**config.mk**
```make
export PLATFORM = sky130hd
export DESIGN_NAME = spi_session_ctrl
export DESIGN_NICKNAME = d
export VERILOG_FILES = /design/src/rtl/spi_session_ctrl.sv
export SDC_FILE = /design/constraint.sdc
export NUM_CORES = 1
export LEC_CHECK = 0
export BUFFER_PORTS_ARGS = -buffer_cell sky130_fd_sc_hd__buf_2
export CORE_MARGIN = 10
export CORE_UTILIZATION = 55
export DETAILED_ROUTE_END_ITERATION = 10
export PLACE_DENSITY = 0.74
export SETUP_SLACK_MARGIN = 0.02
export SLEW_MARGIN = 10
export SYNTH_ARGS = -nofsm -noshare
export SYNTH_HDL_FRONTEND = slang
export SYNTH_SLANG_ARGS = --single-unit
```
**constraint.sdc**
```tcl
create_clock -name clk -period 3.5 [get_ports clk]
set_clock_uncertainty 0.05 [all_clocks]
set_input_delay 0.35 -clock clk [delete_from_list [all_inputs] [get_ports clk]]
set_output_delay 0.35 -clock clk [all_outputs]
set_load 0.005 [all_outputs]
```
**src/rtl/spi_session_ctrl.sv**
```systemverilog
// Frame-level sequencer between the SPI slave byte interface and the char automaton:
// decodes the frame command, forwards payload, buffers automaton output and schedules MISO bytes.
module spi_session_ctrl #(
    parameter int         FIFO_DEPTH = 16,
    parameter int         RST_CYCLES = 4,
    parameter logic [7:0] FILL_BYTE  = 8'h00
) (
    input  logic       clk,
    input  logic       rst_n,
    input  logic       ssel_active,
    input  logic       rx_valid,
    input  logic [7:0] rx_byte,
    input  logic       tx_take,
    output logic [7:0] tx_byte,
    output logic       auto_rst_n,
    output logic       auto_valid_in,
    output logic [7:0] auto_char_in,
    input  logic       auto_valid_out,
    input  logic [7:0] auto_char_out,
    output logic       busy,
    output logic       overflow
);

    localparam int AW  = $clog2(FIFO_DEPTH);
    localparam int CW  = AW + 1;
    localparam int RCW = (RST_CYCLES > 1) ? $clog2(RST_CYCLES) : 1;

    typedef enum logic [2:0] {
        S_IDLE,
        S_CMD,
        S_RUN,
        S_READ,
        S_DISCARD,
        S_RSTPULSE
    } state_t;

    state_t         state;
    state_t         state_d;
    logic [RCW-1:0] rst_cnt;
    logic [RCW-1:0] rst_cnt_d;
    logic           first_take;

    logic [7:0]     mem [FIFO_DEPTH];
    logic [AW-1:0]  wr_ptr;
    logic [AW-1:0]  rd_ptr;
    logic [CW-1:0]  count;

    logic           empty;
    logic           full;
    logic           frame_start;
    logic           read_mode;
    logic           pop;
    logic           push_req;
    logic           push;
    logic           drop;
    logic           flush;
    logic [8:0]     count_ext;
    logic [3:0]     count_sat;
    logic [7:0]     status;

    always_comb begin
        state_d   = state;
        rst_cnt_d = rst_cnt;
        case (state)
            S_IDLE: begin
                if (ssel_active) state_d = S_CMD;
            end
            S_CMD: begin
                if (!ssel_active) begin
                    state_d = S_IDLE;
                end else if (rx_valid) begin
                    case (rx_byte)
                        8'h01: state_d = S_RUN;
                        8'h02: begin
                            state_d   = S_RSTPULSE;
                            rst_cnt_d = RCW'(RST_CYCLES - 1);
                        end
                        8'h03: state_d = S_READ;
                        default: state_d = S_DISCARD;
                    endcase
                end
            end
            S_RUN, S_READ, S_DISCARD: begin
                if (!ssel_active) state_d = S_IDLE;
            end
            S_RSTPULSE: begin
                // The automaton reset pulse is never cut short by a frame end.
                if (rst_cnt == '0) begin
                    state_d = ssel_active ? S_DISCARD : S_IDLE;
                end else begin
                    rst_cnt_d = rst_cnt - 1'b1;
                end
            end
            default: state_d = S_IDLE;
        endcase
    end

    assign empty       = (count == '0);
    assign full        = (count == CW'(FIFO_DEPTH));
    assign frame_start = (state == S_IDLE) && ssel_active;
    // A READ command decoded in the same cycle as a take already pops for that take.
    assign read_mode   = (state == S_READ) || ((state == S_CMD) && (state_d == S_READ));
    assign pop         = tx_take && read_mode && !empty;
    assign flush       = (state == S_RSTPULSE);
    assign push_req    = auto_valid_out && !flush;
    assign push        = push_req && (!full || pop);
    assign drop        = push_req && full && !pop;

    assign count_ext = 9'(count);
    assign count_sat = (count_ext > 9'd15) ? 4'hF : count_ext[3:0];
    assign status    = {overflow, full, empty, 1'b0, count_sat};

    always_ff @(posedge clk or negedge rst_n) begin
        if (!rst_n) begin
            state         <= S_IDLE;
            rst_cnt       <= '0;
            first_take    <= 1'b0;
            tx_byte       <= FILL_BYTE;
            auto_rst_n    <= 1'b0;
            auto_valid_in <= 1'b0;
            auto_char_in  <= 8'h00;
            busy          <= 1'b0;
            overflow      <= 1'b0;
            wr_ptr        <= '0;
            rd_ptr        <= '0;
            count         <= '0;
        end else begin
            state         <= state_d;
            rst_cnt       <= rst_cnt_d;
            busy          <= (state_d != S_IDLE);
            auto_rst_n    <= (state_d != S_RSTPULSE);
            auto_valid_in <= (state == S_RUN) && rx_valid;
            if ((state == S_RUN) && rx_valid) auto_char_in <= rx_byte;

            if (frame_start) begin
                tx_byte <= status;
            end else if (tx_take) begin
                tx_byte <= pop ? mem[rd_ptr] : FILL_BYTE;
            end

            if (frame_start) begin
                first_take <= 1'b1;
            end else if (tx_take || (state_d == S_IDLE)) begin
                first_take <= 1'b0;
            end

            // A drop in the same cycle as the status take keeps the flag set.
            if (flush) begin
                overflow <= 1'b0;
            end else if (drop) begin
                overflow <= 1'b1;
            end else if (tx_take && first_take) begin
                overflow <= 1'b0;
            end

            if (flush) begin
                wr_ptr <= '0;
                rd_ptr <= '0;
                count  <= '0;
            end else begin
                if (push) wr_ptr <= wr_ptr + 1'b1;
                if (pop)  rd_ptr <= rd_ptr + 1'b1;
                case ({push, pop})
                    2'b10:   count <= count + 1'b1;
                    2'b01:   count <= count - 1'b1;
                    default: count <= count;
                endcase
            end
        end
    end

    always_ff @(posedge clk) begin
        if (push) mem[wr_ptr] <= auto_char_out;
    end

endmodule

```
Word level (Yosys, flattened, before mapping)

Memories as Yosys holds them, arrays and structs flattened.
Cells that the tools add are included.

Add/sub/neg operators: 5
Magnitude comparators: 1
Equality and inequality tests: 17
Muxes and demuxes: 30
Reductions and logical operators: 31

Operators with widths:

| operator                                                                         | number |
|---|---|
| 8-bit 2-to-1 mux                                                                 | 3 |
| 4-bit 2-to-1 mux                                                                 | 5 |
| 3-bit 2-to-1 mux                                                                 | 6 |
| 8-bit by 2-bit equality test with 1-bit output (second input constant)           | 2 |
| 3-bit case mux with 4 select lines                                               | 1 |
| 1-bit logical AND                                                                | 10 |
| 5-bit case mux with 2 select lines                                               | 1 |
| 2-bit nonzero test                                                               | 5 |
| 3-bit by 2-bit equality test with 1-bit output (second input constant)           | 3 |
| 3-bit case mux with 3 select lines                                               | 1 |
| 3-bit nonzero test                                                               | 3 |
| 4-bit by 1-bit adder with 4-bit output (second input constant)                   | 2 |
| 8-bit by 1-bit equality test with 1-bit output (second input constant)           | 1 |
| 2-bit 2-to-1 mux                                                                 | 4 |
| 1-bit 2-to-1 mux                                                                 | 7 |
| 3-bit equality test (second input constant)                                      | 2 |
| 3-bit zero test                                                                  | 2 |
| 2-bit inequality test (second input constant)                                    | 3 |
| 5-bit by 1-bit adder with 5-bit output (second input constant)                   | 1 |
| 5-bit equality test (second input constant)                                      | 1 |
| 5-bit by 4-bit greater-than comparator with 1-bit output (second input constant) | 1 |
| 5-bit zero test                                                                  | 1 |
| 5-bit 2-to-1 mux                                                                 | 1 |
| 5-bit AND reduction                                                              | 1 |
| other kinds (12)                                                                 | 17 |

Register bits after elaboration: 39
Memory bits (writable): 128
Memories: 1

Memory list:

| name | words | bits a word | read ports | clocked after memory_dff | wr ports | RTL line | RTL |
|---|---|---|---|---|---|---|---|
| mem  | 16    | 8           | 1          | 0                        | 1        | 43       | `logic [7:0] mem [FIFO_DEPTH];` |

Logic depth before layout (Yosys ltp)

Depth in word-level cells: 15
Mapped depth: 16
Depth with buffers taken out: 14

Worst setup path after synthesis

No wires, ideal clock.

Path kind: input port to flip-flop
From: input port rx_byte[3]
To: register count[3]
Library setup time: 0.124 ns
Data arrival time: 2.951 ns
Required time: 3.326 ns
Slack: 0.375 ns
Stages on the path: 14
Buffers on the path: 2
Cell sequence: nor4_4 > nand2_2 > a2111oi_4 > a21bo_1 > buf_6 > buf_6 > nand2_1 > inv_1 > ha_1 > a21o_1 > a21oi_1 > xor2_1 > nor2_1 > a211o_1

Longest elaborated chain between the ends: 15
Elaborated cells on any way between the ends: 19
Those cells by class: eq/ne (6); mux (6); reduce/logical (7)

RTL lines:

| item                                                                                                                    | RTL line | RTL |
|---|---|---|
| start, declared                                                                                                         | 12       | `input logic [7:0] rx_byte,` |
| 8-bit by 2-bit equality test with 1-bit output / 8-bit by 1-bit equality test with 1-bit output (equally long branches) | 72       | `case (rx_byte)` |
| 3-bit case mux with 3 select lines *                                                                                    | 72       |  |
| 3-bit 2-to-1 mux *                                                                                                      | 71       | `end else if (rx_valid) begin` |
| 3-bit 2-to-1 mux *                                                                                                      | 69       | `if (!ssel_active) begin` |
| 3-bit case mux with 4 select lines *                                                                                    | 64       | `case (state)` |
| 3-bit by 2-bit equality test with 1-bit output *                                                                        | 102      | `assign read_mode = (state == S_READ) \|\| ((state == S_CMD) && (state_d == S_READ));` |
| 1-bit logical AND *                                                                                                     | 102      |  |
| 1-bit logical OR *                                                                                                      | 102      |  |
| 1-bit logical AND * (2 in a row)                                                                                        | 103      | `assign pop = tx_take && read_mode && !empty;` |
| 1-bit logical OR                                                                                                        | 106      | `assign push = push_req && (!full \|\| pop);` |
| 1-bit logical AND                                                                                                       | 106      |  |
| 2-bit by 1-bit equality test with 1-bit output / 2-bit equality test (equally long branches)                            | 163      | `case ({push, pop})` |
| 5-bit case mux with 2 select lines                                                                                      | 163      |  |
| 5-bit 2-to-1 mux                                                                                                        | 156      | `if (flush) begin` |
| end signal, assigned                                                                                                    | 164      | `2'b10: count <= count + 1'b1;` |
| end signal, assigned                                                                                                    | 165      | `2'b01: count <= count - 1'b1;` |
| end signal, assigned                                                                                                    | 166      | `default: count <= count;` |
| end, declared                                                                                                           | 46       | `logic [CW-1:0] count;` |

Every way passes the cells marked *; elsewhere a longest branch is shown, timed or not.
A chain may end at the register's enable or synchronous reset.

Worst setup path in the final report

From: register count[1]
To: register count[3]

Longest elaborated chain between the ends: 8
Elaborated cells on any way between the ends: 14
Those cells by class: add/sub (2); eq/ne (3); mux (2); reduce/logical (7)

RTL lines:

| item                                                                                         | RTL line | RTL |
|---|---|---|
| 5-bit zero test                                                                              | 98       | `assign empty = (count == '0);` |
| 1-bit zero test                                                                              | 103      |  |
| 1-bit logical AND                                                                            | 103      |  |
| 1-bit logical OR                                                                             | 106      |  |
| 1-bit logical AND                                                                            | 106      |  |
| 2-bit by 1-bit equality test with 1-bit output / 2-bit equality test (equally long branches) | 163      |  |
| 5-bit case mux with 2 select lines                                                           | 163      |  |
| 5-bit 2-to-1 mux                                                                             | 156      |  |

Parallel ways exist; a longest one is shown, timed or not.

==> flow_summary.json <==
{
  "status": "completed",
  "core-area_mm2": 0.0127,
  "max_freq_ghz": 0.323,
  "yosys_warnings": 0,
  "vdd.ir_drop.worst_mv": 0.621,
  "drtAntennaViolNets": 0,
  "synth_ff_type": "edfxtp_1",
  "path_class": "register to register",
  "ys_types": 54,
  "yosysSeqAreaShare_pct": 67.2,
  "hold_path_class": "input pin to register",
  "synth_fp_nets": 469,
  "cts_max_path_buffers": 2,
  "drv_slew": 0,
  "place_inst": 640,
  "drcViolationCount": 0,
  "syn_area_per_cell_um2": 16.4,
  "min_path_cells": 2,
  "grt_use_total_pct": 17.5,
  "r2r_cells": 11,
  "path_clk_slew_ps": 60,
  "nNetsFinal": 520,
  "rsz0062_at_grt": "no",
  "worstMarginPinSlew_ps": 1110,
  "antenna_cells": 0,
  "syn_area_mm2": 0.00717,
  "cp_data_arrival_time_ps": 3360,
  "clk_latency_ps": 430,
  "finalCriticalPeriod_ps": 3090,
  "tns_ps": 0,
  "finalSetupViolations": 0,
  "die-area_mm2": 0.0180,
  "grt_pass1_vias": 4213,
  "endpoint_kind": "register",
  "dp.final_hpwl_um": 9690,
  "die_h_um": 134,
  "hold_violations": 0,
  "crit_chain": "or4_1 > o21ai_0 > a21bo_1 > nand2_1 > inv_1 > ha_1 > a21o_1 > a21oi_1 > xor2_1 > nor2_1 > a211o_1",
  "cts_sinks": 167,
  "num_io_pins": 42,
  "cp_slowest_stage_delay_ps": 550,
  "htree_levels": 4,
  "final_cell_mix": "edfxtp_1, buf_2, dfrtp_1",
  "cts_tree": "done",
  "worstPathRequired_ps": 3760,
  "vias": 4011,
  "timing.critical_path.slowest_stage_cell": "or4_1",
  "antenna_found_initial": 0,
  "rows": 41,
  "io_buffers": 41,
  "fin_crit_sh_pct": 88.4,
  "syn-instance-count": 437,
  "grt_overflow": 0,
  "grt_pass1_wl_um": 23900,
  "place.gp.congestion": 0.875,
  "detail_route.wl_per_cell_um": 21.9,
  "syn_to_final_growth_pct": 15.2,
  "root_buffer": "clkbuf_16",
  "totalWireLength_um": 14700,
  "fillers": 917,
  "synth-seq-cells": 167,
  "seq_area_mm2": 0.00482,
  "final_cells": 673,
  "crit_path_start_kind": "register",
  "synth_edf_count": 128,
  "grt_max_degree": 40,
  "dieWidth_um": 134,
  "layout-drive-gt1-share_pct": 26.7,
  "critPathMaxFanout": 6,
  "async_flop_share_pct": 23.4,
  "leakage_nw": 3.08,
  "initial_utilization_pct": 56.4,
  "vias_per_cell": 5.96,
  "relSlewSlack_pct": 25.8,
  "drt-pass1-iter-count": 5,
  "power_density_mw_per_mm2": 645,
  "numCtsBuffers": 17,
  "cap_violations": 0,
  "drt_iter0_markers": 441,
  "postCtsSetupRepairBufs": 0,
  "final_common_cell": "edfxtp_1",
  "multi_input_area_mm2": 0.00218
}
[layer usage]
metal | up-vias | part of all wire [%] | GRT usage [%]
met5 | - | 0 | 0
met4 | 0 | 1.9 | 6.89
met3 | 20 | 7.9 | 5.97
met2 | 153 | 48 | 26.7
met1 | 2020 | 42 | 22.6
li1 | 1818 | - | -
[power breakdown]
| part | total (mW) | switching, mW | internal, mW |
|---|---|---|---|
| Sequential | 2.51 | 0.149 | 2.36 |
| Clock | 2.11 | 0.760 | 1.35 |
| Combinational | 0.716 | 0.415 | 0.301 |
[repair_timing]
| item | 4_1_cts | 5_1_grt |
|---|---|---|
| endpoints found under the hold margin | 5 | 0 |
| hold buffers | 1 | 0 |
| resized for setup | 0 | 0 |
[area by class of cell]
type | instances | area share (%)
Inverter | 14 | 0.636
Tap cell | 172 | 2.60
Timing Repair Buffer | 54 | 3.85
Multi-Input combinational cell | 234 | 26.4
Clock inverter | 14 | 2.95
Sequential cell | 167 | 58.3
Clock buffer | 18 | 5.19
[cells by family (layout without fill, tap and decap cells)]
kind of cell / count (synthesis) / count (layout) / share of synthesized area (%)
xor gates and xnor gates: 4 / 4 / 0.488
muxes: 56 / 56 / 14.1
adders and majority gates: 10 / 10 / 1.85
DFF: 167 / 167 / 67.2
and+or+nand+nor: 108 / 108 / 8.16
AOI/OAI and AO/OA: 56 / 56 / 5.90
buffers and inverters: 36 / 100 / 2.35
[metrics by stage]
step / power [mW] / hold WS, ps / utilization (%) / area [um2] / worst slack, ps
2_1_floorplan: 2.97 / 4.41 / - / 7170 / 375
3_3_place_gp: 3.22 / 406 / 59.6 / 7580 / 518
3_5_place_dp: 3.26 / 423 / 59.6 / 7580 / 398
4_1_cts: 5.36 / 104 / 65.0 / 8260 / 440
5_1_grt: 5.55 / 114 / 65.0 / 8260 / 188
6_report: 5.33 / 119 / 65.0 / 8260 / 407
[final timing paths]
| path | start | end | slack [ps] |
|---|---|---|---|
| max in group asynchronous | rst_n | rd_ptr[0] | 2300 |
| min reg2reg | rst_cnt[0] | rst_cnt[0] | 420 |
| max | count[1] | count[3] | 410 |
| max reg2reg | count[1] | count[3] | 410 |
| min in group asynchronous | rst_n | tx_byte[7] | 520 |
| min | rx_byte[0] | auto_char_in[0] | 120 |
[cells in the mapped netlist (2+ instances only)]
| master | count | area [um2] |
|---|---|---|
| edfxtp_1 | 128 | 3840 |
| dfrtp_1 | 39 | 976 |
| mux4_2 | 35 | 788 |
| nand2_1 | 22 | 82.6 |
| nor2_1 | 17 | 63.8 |
| a21oi_1 | 15 | 75.1 |
| inv_1 | 13 | 48.8 |
| mux2i_1 | 13 | 130 |
| nor3_1 | 12 | 60.1 |
| and2_1 | 11 | 68.8 |
| clkbuf_1 | 11 | 41.3 |
| o21ai_0 | 11 | 55.1 |
| ha_1 | 9 | 113 |
| nand3_1 | 9 | 45.0 |
| a211oi_1 | 8 | 60.1 |
| mux2_2 | 8 | 90.1 |
| nor2b_1 | 7 | 43.8 |
| and3_1 | 6 | 37.5 |
| buf_2 | 6 | 30.0 |
| nand2b_1 | 6 | 37.5 |
| nor3b_1 | 5 | 37.5 |
| a221o_1 | 3 | 30.0 |
| buf_4 | 3 | 22.5 |
| nor4_1 | 3 | 18.8 |
| xnor2_1 | 3 | 26.3 |
| a31oi_1 | 2 | 12.5 |
| and4b_1 | 2 | 20.0 |
| buf_6 | 2 | 22.5 |
| nand3b_1 | 2 | 15.0 |
| or4_1 | 2 | 15.0 |
[worst max-delay path: cells and delay by family, from the launching register on]
kind	cells	cell delay, ps
flops	1	430
buf+inv	1	90
fa+ha+maj	1	280
compound gates	5	1180
simple gates	3	720
xor+xnor	1	210
[sequential cells by signal, summed over array words and instances (netlist names)]
name           flops
wr_ptr             4
rd_ptr             4
auto_valid_in      1
rst_cnt            2
auto_rst_n         1
state              3
first_take         1
busy               1
auto_char_in       8
overflow           1
mem              128
count              5
tx_byte            8
Note: power is estimated with default switching activity, not from simulation.
